`config.mk`:
```
export PLATFORM = sky130hd
export DESIGN_NAME = lsu_rv32i
export DESIGN_NICKNAME = d
export VERILOG_FILES = /design/src/rtl/lsu_pkg.sv /design/src/rtl/lsu_load_align.sv /design/src/rtl/lsu_rv32i.sv
export SDC_FILE = /design/constraint.sdc
export NUM_CORES = 1
export LEC_CHECK = 0
export CORE_ASPECT_RATIO = 0.7
export CORE_UTILIZATION = 50
export DETAILED_ROUTE_END_ITERATION = 10
export PLACE_DENSITY_LB_ADDON = 0.08
export SYNTH_ARGS = -nofsm -noshare
export SYNTH_HDL_FRONTEND = slang
export SYNTH_SLANG_ARGS = --single-unit
```
`constraint.sdc`:
```
create_clock -name clock -period 2.6 [get_ports clock]
set_input_delay 0.65 -clock clock [delete_from_list [all_inputs] [get_ports clock]]
set_output_delay 0.65 -clock clock [all_outputs]
set_load 0.05 [all_outputs]
```
`src/rtl/lsu_pkg.sv`:
```
// Shared definitions for the RV32I load/store unit: access size encodings and FSM states.
package lsu_pkg;

    localparam logic [1:0] SZ_B = 2'b00;
    localparam logic [1:0] SZ_H = 2'b01;
    localparam logic [1:0] SZ_W = 2'b10;

    typedef enum logic [2:0] {
        IDLE,
        ST0,
        ST1,
        LD0,
        LD1,
        LDW,
        RESP,
        ERR
    } lsu_state_t;

    function automatic logic [2:0] size_bytes(input logic [1:0] size);
        case (size)
            SZ_B:    return 3'd1;
            SZ_H:    return 3'd2;
            default: return 3'd4;
        endcase
    endfunction

endpackage

```
`src/rtl/lsu_load_align.sv`:
```
// Extracts the addressed bytes from a pair of memory words and sign/zero-extends them.
module lsu_load_align
    import lsu_pkg::*;
(
    input  logic [63:0] words,
    input  logic [1:0]  off,
    input  logic [1:0]  size,
    input  logic        is_unsigned,
    output logic [31:0] result
);

    logic [31:0] shifted;

    always_comb begin
        shifted = 32'(words >> {off, 3'b000});
        case (size)
            SZ_B:    result = {{24{~is_unsigned & shifted[7]}}, shifted[7:0]};
            SZ_H:    result = {{16{~is_unsigned & shifted[15]}}, shifted[15:0]};
            default: result = shifted;
        endcase
    end

endmodule

```
`src/rtl/lsu_rv32i.sv`:
```
// Load/store unit driving a registered-read, byte-enabled word memory; word-crossing
// accesses are either split into two word accesses or rejected, depending on SPLIT_MISALIGNED.
module lsu_rv32i
    import lsu_pkg::*;
#(
    parameter int ADDR_W           = 8,
    parameter bit SPLIT_MISALIGNED = 1'b1
) (
    input  logic              clock,
    input  logic              reset,
    input  logic              req_valid,
    output logic              req_ready,
    input  logic              req_store,
    input  logic [1:0]        req_size,
    input  logic              req_unsigned,
    input  logic [31:0]       req_addr,
    input  logic [31:0]       req_wdata,
    output logic              resp_valid,
    output logic              resp_err,
    output logic [31:0]       resp_rdata,
    output logic [ADDR_W-1:0] mem_addr,
    output logic              mem_wren,
    output logic [3:0]        mem_byteena,
    output logic [31:0]       mem_wdata,
    input  logic [31:0]       mem_rdata
);

    lsu_state_t state, next_state;

    logic [1:0]        off_q, size_q;
    logic              unsigned_q, cross_q;
    logic [ADDR_W-1:0] w0_q, w1_q;
    logic [7:0]        be_q;
    logic [63:0]       data_q;
    logic [31:0]       word0_q, rdata_q;

    logic              accept, cross_req;
    logic [2:0]        n_req;
    logic [3:0]        mask_req;
    logic [31:0]       load_result;
    logic              unused_addr_bits;

    assign accept           = req_valid && req_ready;
    assign n_req            = size_bytes(req_size);
    assign cross_req        = ({1'b0, req_addr[1:0]} + n_req) > 3'd4;
    assign mask_req         = (n_req == 3'd1) ? 4'b0001 : (n_req == 3'd2) ? 4'b0011 : 4'b1111;
    assign unused_addr_bits = ^req_addr[31:ADDR_W+2];
    assign resp_rdata       = rdata_q;

    always_ff @(posedge clock) begin
        if (reset) begin
            state      <= IDLE;
            off_q      <= '0;
            size_q     <= '0;
            unsigned_q <= 1'b0;
            cross_q    <= 1'b0;
            w0_q       <= '0;
            w1_q       <= '0;
            be_q       <= '0;
            data_q     <= '0;
            word0_q    <= '0;
            rdata_q    <= '0;
        end else begin
            state <= next_state;
            if (accept) begin
                off_q      <= req_addr[1:0];
                size_q     <= req_size;
                unsigned_q <= req_unsigned;
                cross_q    <= cross_req;
                w0_q       <= req_addr[ADDR_W+1:2];
                w1_q       <= req_addr[ADDR_W+1:2] + ADDR_W'(1);
                be_q       <= {4'b0000, mask_req} << req_addr[1:0];
                data_q     <= {32'b0, req_wdata} << {req_addr[1:0], 3'b000};
            end
            if (state == LD1)
                word0_q <= mem_rdata;
            // Stores and errors report zero; only a completing load carries data.
            if (next_state == RESP || next_state == ERR)
                rdata_q <= (state == LDW) ? load_result : '0;
        end
    end

    always_comb begin
        next_state  = state;
        req_ready   = 1'b0;
        resp_valid  = 1'b0;
        resp_err    = 1'b0;
        mem_addr    = '0;
        mem_wren    = 1'b0;
        mem_byteena = '0;
        mem_wdata   = '0;
        case (state)
            IDLE: begin
                req_ready = 1'b1;
                if (req_valid) begin
                    if (req_size == 2'b11 || (cross_req && !SPLIT_MISALIGNED))
                        next_state = ERR;
                    else if (req_store)
                        next_state = ST0;
                    else
                        next_state = LD0;
                end
            end
            ST0: begin
                mem_wren    = 1'b1;
                mem_addr    = w0_q;
                mem_byteena = be_q[3:0];
                mem_wdata   = data_q[31:0];
                next_state  = cross_q ? ST1 : RESP;
            end
            ST1: begin
                mem_wren    = 1'b1;
                mem_addr    = w1_q;
                mem_byteena = be_q[7:4];
                mem_wdata   = data_q[63:32];
                next_state  = RESP;
            end
            LD0: begin
                mem_addr   = w0_q;
                next_state = cross_q ? LD1 : LDW;
            end
            LD1: begin
                mem_addr   = w1_q;
                next_state = LDW;
            end
            LDW: begin
                mem_addr   = cross_q ? w1_q : w0_q;
                next_state = RESP;
            end
            RESP: begin
                resp_valid = 1'b1;
                next_state = IDLE;
            end
            ERR: begin
                resp_valid = 1'b1;
                resp_err   = 1'b1;
                next_state = IDLE;
            end
            default: next_state = IDLE;
        endcase
    end

    // The last word arrives on mem_rdata during LDW; word0 was captured in LD1 when split.
    lsu_load_align u_align (
        .words       (cross_q ? {mem_rdata, word0_q} : {32'b0, mem_rdata}),
        .off         (off_q),
        .size        (size_q),
        .is_unsigned (unsigned_q),
        .result      (load_result)
    );

endmodule

```
==> results by group <==
Global route
  • Vias in the first global route: 6757
  • GRT Overall Usage: between 30% and 40%
  • Initial antenna violation count: 0
  • Grt ovf: 0
  • First-pass GRT wire length: between 30000 and 40000 um
  • Pin count of the biggest net entering global routing: 130

Setup path
  • Crit-path max FO: 12
  • Crit end category: output port
  • Worst path cell trace: nor3_1 -> clkdlybuf4s50_1
  • WP data arrival: around 1.9 ns
  • Startpoint types: flop
  • CP Depth: 2
  • Critical path class: reg2out
  • Slowest stage delay, CP: approximately 0.84 ns
  • Reg2reg path depth: 5
  • Highest-delay cell along the critical path: clkdlybuf4s50_1
  • CP delay by family, top: buffers and inverters
  • Worst Path Required: 1.95 ns
  • CP bufs+invs: 1

Timing
  • PnR worst setup slack: 0.07539 ns
  • Clock Skew: 0.01081 ns
  • F_max: between 0.3 and 0.4 GHz
  • RSZ-0062 raised after global routing: no
  • Setup violation total in the final timing report: 0
  • Endpoints failing hold: 0
  • Tmin final: 2.525 ns
  • Worst slew pin tran: slightly below 0.8 ns
  • Final Slew Violations: 0
  • Slew margin rel.: roughly 48%
  • Fin crit share: a little over nine tenths

Place
  • GPL Wtd Cong: slightly below 1
  • Dpl cells: around 1300
  • Post-DP HPWL: roughly 17000 um
  • Placed inst area: ~0.01 mm2
  • Quantity of I/O buffers inserted on ports: 160
  • Worst slack at placement: -0.03253 ns

Finish
  • Diode count: 0
  • Non-filler cells, final: around 1300
  • Synthesis-to-finish area growth: 38.07%
  • Design Area, Final: 0.01079 mm2
  • Nets: about 1200
  • Final core occ: ~72%
  • Fillers: between 1000 and 1500
  • Ratio of cells with drive above 1 in the final layout: 16.24%

Outcome
  • Status: complete, no violations

Floorplanning
  • Die Wd: roughly 150 um
  • Die area: around 0.016 mm2
  • Row count: 37
  • I/O pin cnt: roughly 180
  • Die Height: about 110 um
  • CORE AREA: around 0.015 mm2
  • Starting Density: between 50 and 60%

Synthesis
  • Syn nets: around 1000
  • Synth Area per Inst: roughly 8.4 um2
  • Cell count after synthesis: just over 900
  • Post-synth cell types: between 50 and 60
  • Seq/Total Area, Yosys: just under 40%
  • Yosys reg bits: 152
  • Mapped cell area: 0.007812 mm2
  • Synth warnings: 0
  • EDFF count, synth: 0
  • Ys flop type: dfxtp_1
  • Yosys top cell by area: dfxtp_1
  • Top-area cell type share of the netlist area: 38.95%
  • Fraction of registers with async set/reset: 0%
  • Area contributors post-synth: dfxtp_1 39%, nand2_1 7.8%, mux2i_1 6.9%, a21oi_1 6.5%, a22o_1 4.0%

Detailed routing
  • Number of routed nets with antenna violations: 0
  • Routed WL: roughly 24000 um
  • DRT iter0 DRCs: about 830
  • TritonRoute pass-1 iters: 5
  • Via Count: between 7000 and 8000
  • Routed len/inst: 18.88 um
  • Remaining DRCs: 0
  • Vias/cell: 5.936

Power and ir drop
  • Worst vdd ir: approximately 0.00047 V
  • Power per cell area: a little under 700 mW/mm2
  • LEAKAGE: just under 4 nW

Clock network
  • Worst-Skew Late Latency: between 0.4 and 0.5 ns
  • Clk sinks: roughly 150
  • Htree depth: 4
  • Clk buf depth: 2
  • CTS tree: yes
  • CTS Buf Count: 17
  • Worst-path clk slew: 0.07 ns
  • Postcts setup bufs: 0
  • Clock Root Buffer: clkbuf_16

Min path
  • Hold crit path type: reg2reg
  • Hold Path Depth: 2

Flow run
  • Maxcap violations: 0
state kept, by name (all words and copies together), names as in the netlist:
signal	flops
data_q	56
resp_rdata	32
word0_q	32
w0_q	8
w1_q	8
be_q	7
state	3
off_q	2
size_q	2
cross_q	1
unsigned_q	1
logic make-up (layout without fill, tap and decap cells):
logic type / Yosys count / count (layout) / synth area share, %
flip-flops: 152 / 152 / 38.95
AND/OR/NAND/NOR: 337 / 337 / 19.67
XOR/XNOR: 7 / 7 / 0.7848
AO/OA/AOI/OAI: 257 / 257 / 22.36
adder cells (fa/ha/maj): 5 / 5 / 0.8969
buffers and inverters: 93 / 248 / 5.093
multiplexers: 84 / 84 / 12.25
through the flow:
step	power (mW)	TNS, ns	hold slack [ns]
5_1_grt	7.800	0	0.4708
6_report	7.479	0	0.4502
3_3_place_gp	5.096	-0.02208	0.4349
4_1_cts	7.451	0	0.4530
2_1_floorplan	4.215	0	0.4273
3_5_place_dp	5.126	-0.08211	0.4421
cells in the final DEF (no fill, tap or decap), types with 5 or more instances in the layout:
cell / count
nand3_1: 33
buf_12: 53
nand3b_1: 15
dfxtp_1: 148
clkbuf_16: 17
nor2_1: 66
nand2_1: 163
a22oi_1: 5
mux4_2: 7
a21oi_1: 102
and2_1: 14
a211o_1: 6
buf_4: 42
mux2i_1: 54
o211ai_1: 8
inv_1: 8
nor3_1: 21
o22ai_1: 13
o2bb2ai_1: 7
a221o_1: 12
mux2_2: 23
a221oi_1: 10
a22o_1: 36
o21ai_0: 20
nor2b_1: 6
a211oi_1: 15
a311oi_1: 9
clkdlybuf4s50_1: 112
repair_timing:
action,4_1_cts,5_1_grt
cloned,0,0
hold endpoints to repair,0,0
hold buffers,0,0
gates resized for setup,3,3
endpoints found under the setup margin,45,8
Yosys cell counts, types with 2 or more instances:
cell type and n:
xnor2_1 3, nor3_1 21, a211oi_1 15, mux2_2 23, nand2_1 163, a22oi_1 5
a221o_1 12, a21oi_1 102, or2_2 3, nor2b_1 6, inv_1 8, xor2_1 4
ha_1 4, o2bb2ai_1 7, a221oi_1 10, o21ai_0 20, nor2_1 66, o22ai_1 13
nand2b_1 3, o211ai_1 8, a22o_1 36, a31o_2 4, buf_6 4, nand3b_1 15
a21o_1 3, dfxtp_1 152, nand3_1 33, and2_1 14, clkbuf_1 63, a311oi_1 9
buf_1 4, mux2i_1 54, a211o_1 6, and3_1 2, mux4_2 7, nor3b_2 2
nor3b_1 2, buf_2 12
power by group:
part	switching (mW)	internal, mW
combinational	1.40	0.979
sequential	0.187	2.58
clock	1.07	1.27
total	2.66	4.82
worst register-to-register path, stage by stage, from the launching register on:
cell and delay [ns]:
dfxtp_1 0.74, nand2b_1 0.45, buf_4 0.22, nor2_1 0.05
o21ai_0 0.59, nand3b_1 0.14
path summary, 6_finish.rpt:
check,endpoint,slack [ns],startpoint
hold reg to reg,data_q[44],0.45,data_q[44]
setup reg to reg,resp_rdata[17],0.26,off_q[1]
hold / removal,data_q[44],0.45,data_q[44]
setup / recovery,req_ready,0.08,state[0]
area by class of cell:
cell class                      instances  area, um2  share of cell area (%)
Clock buffer                           18      439.2                   4.071
Clock inverter                         14      115.1                   1.067
Sequential cell                       152       3050                   28.28
Inverter                                9      33.78                  0.3132
Timing Repair Buffer                  207       2497                   23.15
Multi-Input combinational cell        690       4407                   40.85
Tap cell                              195      244.0                   2.262
routing by layer:
layer / track usage, % / wire [um] / vias up / part of all wire [%]
li1: - / - / 3660 / -
met1: 49.11 / 11980 / 3588 / 49
met2: 37.31 / 9200 / 342 / 38
met3: 10.81 / 2713 / 38 / 11
met4: 7.357 / 365 / 0 / 1.5
met5: 0 / 0 / - / 0
Note: power is estimated with default switching activity, not from simulation.
